===== src/rtl/multi_traffic_receiver.sv =====
// Multi-port PIFO dequeue driver: random, greedy, burst/gap and halt ejection
// modes with per-port packet counting and priority-order checking.
module multi_traffic_receiver #(
   parameter int NUM_PORTS = 2,
   parameter int FLOW_W    = 8,
   parameter int PRIO_W    = 16,
   parameter int RATE_W    = 8,
   parameter int CNT_W     = 32
) (
   input  logic                        clk,
   input  logic                        reset,
   input  logic [1:0]                  i__mode,
   input  logic [RATE_W-1:0]           i__ejrate,
   input  logic [RATE_W-1:0]           i__seed,
   input  logic [7:0]                  i__burst_len,
   input  logic [7:0]                  i__gap_len,
   input  logic [CNT_W-1:0]            i__target_count,
   input  logic                        i__receive_phase,
   input  logic [NUM_PORTS-1:0]        i__pifo_ready,
   input  logic [NUM_PORTS*FLOW_W-1:0] i__packet_flow_id,
   input  logic [NUM_PORTS*PRIO_W-1:0] i__packet_priority,
   output logic [NUM_PORTS-1:0]        o__dequeue,
   output logic [NUM_PORTS*CNT_W-1:0]  o__num_pkts_recvd,
   output logic [NUM_PORTS-1:0]        o__order_error,
   output logic [NUM_PORTS*FLOW_W-1:0] o__last_flow_id,
   output logic                        o__done
);

   typedef enum logic {BURST, GAP} burst_t;

   // Maximal-length tap sets, shift-left Fibonacci form (bit n-1 = tap n).
   function automatic logic [31:0] lfsr_taps(input int w);
      case (w)
         2:       lfsr_taps = 32'h0000_0003;
         3:       lfsr_taps = 32'h0000_0006;
         4:       lfsr_taps = 32'h0000_000C;
         5:       lfsr_taps = 32'h0000_0014;
         6:       lfsr_taps = 32'h0000_0030;
         7:       lfsr_taps = 32'h0000_0060;
         8:       lfsr_taps = 32'h0000_00B8;
         9:       lfsr_taps = 32'h0000_0110;
         10:      lfsr_taps = 32'h0000_0240;
         11:      lfsr_taps = 32'h0000_0500;
         12:      lfsr_taps = 32'h0000_0829;
         13:      lfsr_taps = 32'h0000_100D;
         14:      lfsr_taps = 32'h0000_2015;
         15:      lfsr_taps = 32'h0000_6000;
         16:      lfsr_taps = 32'h0000_D008;
         default: lfsr_taps = 32'h8020_0003;
      endcase
   endfunction

   localparam logic [RATE_W-1:0] TAP_MASK = RATE_W'(lfsr_taps(RATE_W));

   logic                 phase_q;
   logic                 rise;
   logic [NUM_PORTS-1:0] reached;
   logic [7:0]           blen;
   logic [7:0]           glen;

   assign rise = i__receive_phase & ~phase_q;
   assign blen = (i__burst_len == 8'd0) ? 8'd1 : i__burst_len;
   assign glen = (i__gap_len == 8'd0) ? 8'd1 : i__gap_len;

   for (genvar p = 0; p < NUM_PORTS; p++) begin : g_port
      localparam logic [RATE_W-1:0] PORT_ID = RATE_W'(p);

      burst_t            st, st_nxt;
      logic [7:0]        bc, bc_nxt;
      logic [8:0]        bc_inc;
      logic [RATE_W-1:0] lfsr;
      logic [RATE_W-1:0] seed_p;
      logic [CNT_W-1:0]  cnt;
      logic [PRIO_W-1:0] prio_in, prio_q;
      logic [FLOW_W-1:0] flow_in, flow_q;
      logic              gate, deq, pv, err, oerr;

      assign prio_in = i__packet_priority[p*PRIO_W +: PRIO_W];
      assign flow_in = i__packet_flow_id[p*FLOW_W +: FLOW_W];
      assign seed_p  = i__seed ^ PORT_ID;
      assign bc_inc  = {1'b0, bc} + 9'd1;

      always_comb begin
         gate = 1'b0;
         unique case (i__mode)
            2'd0:    gate = (lfsr < i__ejrate);
            2'd1:    gate = 1'b1;
            2'd2:    gate = (st == BURST);
            default: gate = 1'b0;
         endcase
      end

      assign deq = i__receive_phase & i__pifo_ready[p] & gate;
      // A rising phase edge starts a fresh, unordered sequence.
      assign err = deq & pv & ~rise & (prio_in < prio_q);

      always_comb begin
         st_nxt = st;
         bc_nxt = bc;
         if (i__mode == 2'd2) begin
            unique case (st)
               BURST: begin
                  if (deq) begin
                     if (bc_inc >= {1'b0, blen}) begin
                        st_nxt = GAP;
                        bc_nxt = 8'd0;
                     end else begin
                        bc_nxt = bc_inc[7:0];
                     end
                  end
               end
               GAP: begin
                  if (bc_inc >= {1'b0, glen}) begin
                     st_nxt = BURST;
                     bc_nxt = 8'd0;
                  end else begin
                     bc_nxt = bc_inc[7:0];
                  end
               end
               default: begin
                  st_nxt = BURST;
                  bc_nxt = 8'd0;
               end
            endcase
         end
      end

      always_ff @(posedge clk) begin
         if (!reset) begin
            st <= BURST;
            bc <= 8'd0;
         end else begin
            st <= st_nxt;
            bc <= bc_nxt;
         end
      end

      always_ff @(posedge clk) begin
         if (!reset) begin
            lfsr   <= (seed_p == '0) ? RATE_W'(1) : seed_p;
            cnt    <= '0;
            prio_q <= '0;
            flow_q <= '0;
            pv     <= 1'b0;
            oerr   <= 1'b0;
         end else begin
            if (deq) begin
               lfsr   <= {lfsr[RATE_W-2:0], ^(lfsr & TAP_MASK)};
               prio_q <= prio_in;
               flow_q <= flow_in;
               if (cnt != '1)
                  cnt <= cnt + CNT_W'(1);
            end
            pv <= deq | (pv & ~rise);
            if (err)
               oerr <= 1'b1;
         end
      end

      assign o__dequeue[p]                       = deq;
      assign o__order_error[p]                   = oerr;
      assign o__num_pkts_recvd[p*CNT_W +: CNT_W] = cnt;
      assign o__last_flow_id[p*FLOW_W +: FLOW_W] = flow_q;
      assign reached[p]                          = (cnt >= i__target_count);
   end

   always_ff @(posedge clk) begin
      if (!reset) begin
         phase_q <= 1'b0;
         o__done <= 1'b0;
      end else begin
         phase_q <= i__receive_phase;
         if ((i__target_count != '0) && (&reached))
            o__done <= 1'b1;
      end
   end

endmodule


===== config.mk =====
export PLATFORM = sky130hd
export DESIGN_NAME = multi_traffic_receiver
export DESIGN_NICKNAME = d
export VERILOG_FILES = /design/src/rtl/multi_traffic_receiver.sv
export SDC_FILE = /design/constraint.sdc
export NUM_CORES = 1
export LEC_CHECK = 0
export BUFFER_PORTS_ARGS = -buffer_cell sky130_fd_sc_hd__buf_4
export CAP_MARGIN = 10
export CORE_AREA = 2 2 140 142
export DETAILED_ROUTE_END_ITERATION = 12
export DIE_AREA = 0 0 142 144
export PLACE_DENSITY = 0.78
export SKIP_CTS_REPAIR_TIMING = 1
export SYNTH_ARGS = -nofsm -noshare
export SYNTH_HDL_FRONTEND = slang
export SYNTH_SLANG_ARGS = --single-unit

===== constraint.sdc =====
create_clock -name clk -period 4.5 [get_ports clk]
set_input_delay 1.125 -clock clk [delete_from_list [all_inputs] [get_ports clk]]
set_output_delay 1.125 -clock clk [all_outputs]
set_load 0.005 [all_outputs]

# Word level (Yosys, flattened, before mapping)
# Index checks and enable logic that the tools add are counted.
[op_classes]
n_addsub = 4
mul = 0
div = 0
order_cmp = 10
eq_ne = 8
n_shift = 0
muxes = 26
bitwise_logic = 20
reduce_logical = 14
[op_table]
columns = ["op", "n"]
rows = [
  ["8-bit 2-to-1 mux", 14],
  ["32-bit by 1-bit adder with 32-bit output, second input constant", 2],
  ["32-bit >= comparator", 2],
  ["32-bit != test, second input constant", 2],
  ["9-bit by 8-bit >= comparator with 1-bit output", 4],
  ["8-bit logical NOT", 4],
  ["16-bit < comparator", 2],
  ["8-bit one-hot mux with 2 select lines", 2],
  ["32-bit nonzero test", 1],
  ["8-bit by 1-bit adder with 9-bit output, second input constant", 2],
  ["8-bit < comparator", 2],
  ["8-bit parity", 2],
  ["1-bit bitwise AND", 13],
  ["2-bit AND reduction", 5],
  ["1-bit 2-to-1 mux", 6],
  ["1-bit one-hot mux with 3 select lines", 2],
  ["1-bit NOT", 5],
  ["2-bit by 1-bit != test with 1-bit output, second input constant", 2],
  ["2-bit != test, second input constant", 2],
  ["1-bit one-hot mux with 2 select lines", 2],
  ["2-bit by 1-bit == test with 1-bit output, second input constant", 1],
  ["2-bit == test, second input constant", 1],
  ["2-bit logical NOT", 1],
  ["1-bit bitwise OR", 2],
  ["1-bit logical AND", 1],
]
[word_totals]
regBits = 152
latchBits = 0
ramBits = 0
mem_bits_ro = 0
inputBits = 119
word_cells = 100
memories = 0

# Longest topological paths before layout
[logic_depth]
depth_word = 6
mapped_depth = 15
ltp_nobuf = 14

# Worst setup path before layout
# Ideal clock, no wire load.
[synth_path]
kind = "input to output"
from = "in i__ejrate[6]"
to = "out o__dequeue[1]"
t_arrival_ns = 3.101
slack_ns = 0.274
cell_stages = 10
n_path_buf = 3
path_cell_list = "inv_1 ha_1 nand4_1 a21o_1 a31oi_1 or2_2 clkbuf_1 clkinv_1 buf_1 buf_4"
[synth_between]
elab_chain_cells = 3
[synth_lines]
columns = ["item", "line", "source"]
rows = [
  ["start: declaration", "13", "input logic [RATE_W-1:0] i__ejrate,"],
  ["8-bit < comparator", "86", "2'd0: gate = (lfsr < i__ejrate);"],
  ["1-bit one-hot mux with 3 select lines", "85", "unique case (i__mode)"],
  ["1-bit bitwise AND", "93", "assign deq = i__receive_phase & i__pifo_ready[p] & gate;"],
  ["end: declaration", "22", "output logic [NUM_PORTS-1:0] o__dequeue,"],
]
# Every way passes these cells.

# Worst setup path in the final report
[layout_path]
from = "in i__ejrate[6]"
to = "out o__dequeue[0]"
# The elaborated chain is that of the path after synthesis.

==> impl_results.md <==
- Status: finished clean
- Asr flop ratio synth: 0
- Max Fclk: 246 MHz
- Routed Antenna Nets: 0
- Max Fanout on Critical Path: 9
- Synth unique cells: 63
- Worst Tran Pin Value: 0.903 ns
- Total Nets Final: 1710
- Initial DRC count: between 600 and 700
- CP endpoint kind: primary output
- Via count: roughly 9900
- Pre-CTS setup slack: 0.516 ns
- Vias per cell: 5.81
- Setup Viol. Count Final: 0
- Overall routed net length: 28000 um
- Router iterations before antenna repair: 5
- CTS root buf: clkbuf_16
- Clock Skew: about 0.013 ns
- CTS Buffer Depth: 2
- Finished Layout Cells: 1698
- IO buf count: between 200 and 250
- Setup TNS: 0 ns
- Die height: 144 um
- # diodes: 0
- Fillers: roughly 1600
- Worst skew pair latency: 0.43 ns
- Placed Instances: 1666
- VDD IR max: 0.262 mV
- #FFs+latches synth: 152
- Final Util: 0.651
- Crit start category: primary input
- Tot GR Track Use: 0.272
- Synth Flop Type: dfxtp_1
- Vias in the first global route: 9161
- Final Cell Area: ~12000 sq um
- CTS H-tree depth: 4
- Max_cap viols: 0
- Setup ws final: 0.437 ns
- Io pins: 204
- Post-synth EDFFs: 16
- Max transition margin: 0.393
- Area delta synth->final: 23.1%
- Layout cell share with drive strength beyond 1: 0.174
- Post-Syn Area: 10100 sq um
- Post-Syn Area per Cell: approximately 8.0 sq um
- DP HPWL: 21500 um
- Clock transition at path regs: roughly 0.070 ns
- Proportion of netlist area held by the largest area contributor: 0.270
- Largest net degree at the start of global routing: approximately 110
- Commonest non-fill, non-tap cell in the layout: nand2_1
- Clock sinks: around 150
- Synth Instances: 1259
- RSZ-0062 raised after global routing: no
- Arrival time at the worst endpoint: about 3 ns
- Drt drc: 0
- Most frequent cells in the layout: 215 x nand2_1, 211 x buf_4, 144 x ha_1
- DR WL/cell: between 15 and 20 um
- CTS buffer count: 17
- Cell taking the most area after synthesis: dfxtp_1
- CTS tree: done
- Synth area leaders: dfxtp_1 27%, ha_1 18%, nand2_1 8.0%
- Critical path class: in -> out
- Post-Syn Nets: 1522
- Seq/Total Area, Yosys: 0.317
- PwrDens: 270 nW/um^2
- RePlAce Congestion: 0.980
- Core Area: 19100 sq um
- Initial antenna violation count: 0
- Die width: 142 um
- Slew Limit Fails: 0
- First-pass GRT wire length: 45000 um
- Cell Rows: 51
- Gr ovfl total: 0
- Leak pwr: 5.60 nW
- Final hold vios: 0
- Worst Hold Class: reg -> reg
- Initial Util: 0.529
- Final min period: 4.06 ns
- Yosys warning total: 0
- Placed Area: 11800 sq um
- WP data required: 3.38 ns
- Die outline area: 20400 sq um
- Fin crit share: 0.903
-- state kept, by name, indices dropped and copies added, names as in the netlist --
register and flops:
g_port.bc 16, g_port.pv 2, g_port.cnt 64, phase_q 1, g_port.flow_q 16, g_port.oerr 2
g_port.lfsr 16, o__done 1, g_port.st 2, g_port.prio_q 32
-- synth_stat cells (3+ instances only) --
cell type  instances
a2111oi_0          5
a211oi_1          12
a21o_1            20
a21oi_1           97
a22o_1             3
a31oi_1           14
and2_1             6
and3_1             9
and4_1             8
buf_1              3
buf_4              4
clkbuf_1          35
dfxtp_1          136
edfxtp_1          16
ha_1             144
inv_1            107
mux2i_1            9
nand2_1          215
nand2b_1          27
nand3_1           44
nand4_1           41
nor2_1            74
nor2b_1            6
nor3_1            17
nor4_1            31
nor4b_1            8
o211ai_1           9
o21ai_0           39
o22ai_1            7
o31ai_1            5
or3_1             10
or4_1              6
xnor2_1           31
xor2_1            20
-- kinds of logic after synthesis --
group           synth area share
xor+xnor                  0.0443
simple gates               0.247
mux                      0.00893
flops                      0.317
compound gates             0.146
fa+ha+maj                  0.179
buf+inv                   0.0578
-- routing by layer --
metal  track usage  part of all wire  vias up  routed length (um)
met5             0                 0        -                   0
met4        0.0911             0.024        0                 658
met3        0.0546             0.064       47                1790
met2         0.453              0.47      310               13100
met1         0.356              0.44     4645               12400
li1              -                 -     4857                   -
-- cell type report --
type	instances	area, sq um	share of cell area
clock buffers	17	425	0.0343
clock inverters	15	178	0.0143
inverters	108	407	0.0327
multi-input cells	956	6300	0.508
flip-flops and latches	152	3200	0.258
well taps	238	298	0.0240
repair buffers	212	1600	0.129
-- critical path, cell delays in order --
cell,delay [ns]
buf_4,0.08
inv_1,0.05
ha_1,0.32
and4_1,0.22
a2111oi_0,0.37
o21ai_1,0.22
a21o_1,0.32
inv_1,0.12
buf_4,0.12
-- final timing paths --
path | start | endpoint | slack (ns) | cells past startpoint
worst min-delay path | g_port[0].prio_q[3] | g_port[0].prio_q[3] | 0.45 | 2
worst max-delay path | i__ejrate[6] | o__dequeue[0] | 0.44 | 9
worst min register to register | g_port[0].prio_q[3] | g_port[0].prio_q[3] | 0.45 | 2
worst max register to register | g_port[0].lfsr[5] | g_port[0].cnt[15] | 1.26 | 8
-- stage by stage --
stage | hold WS, ns | total power [mW]
final | 0.455 | 3.36
after CTS | 0.456 | 3.38
after global routing | 0.470 | 3.49
after global placement | 0.438 | 1.90
after floorplan | 0.426 | 1.72
after detailed placement | 0.443 | 1.91
-- power breakdown --
group | internal [mW] | switching (mW) | total (mW)
Clock | 0.842 | 0.633 | 1.47
Combinational | 0.202 | 0.240 | 0.441
Sequential | 1.41 | 0.0292 | 1.44
Note: power is estimated with default switching activity, not from simulation.
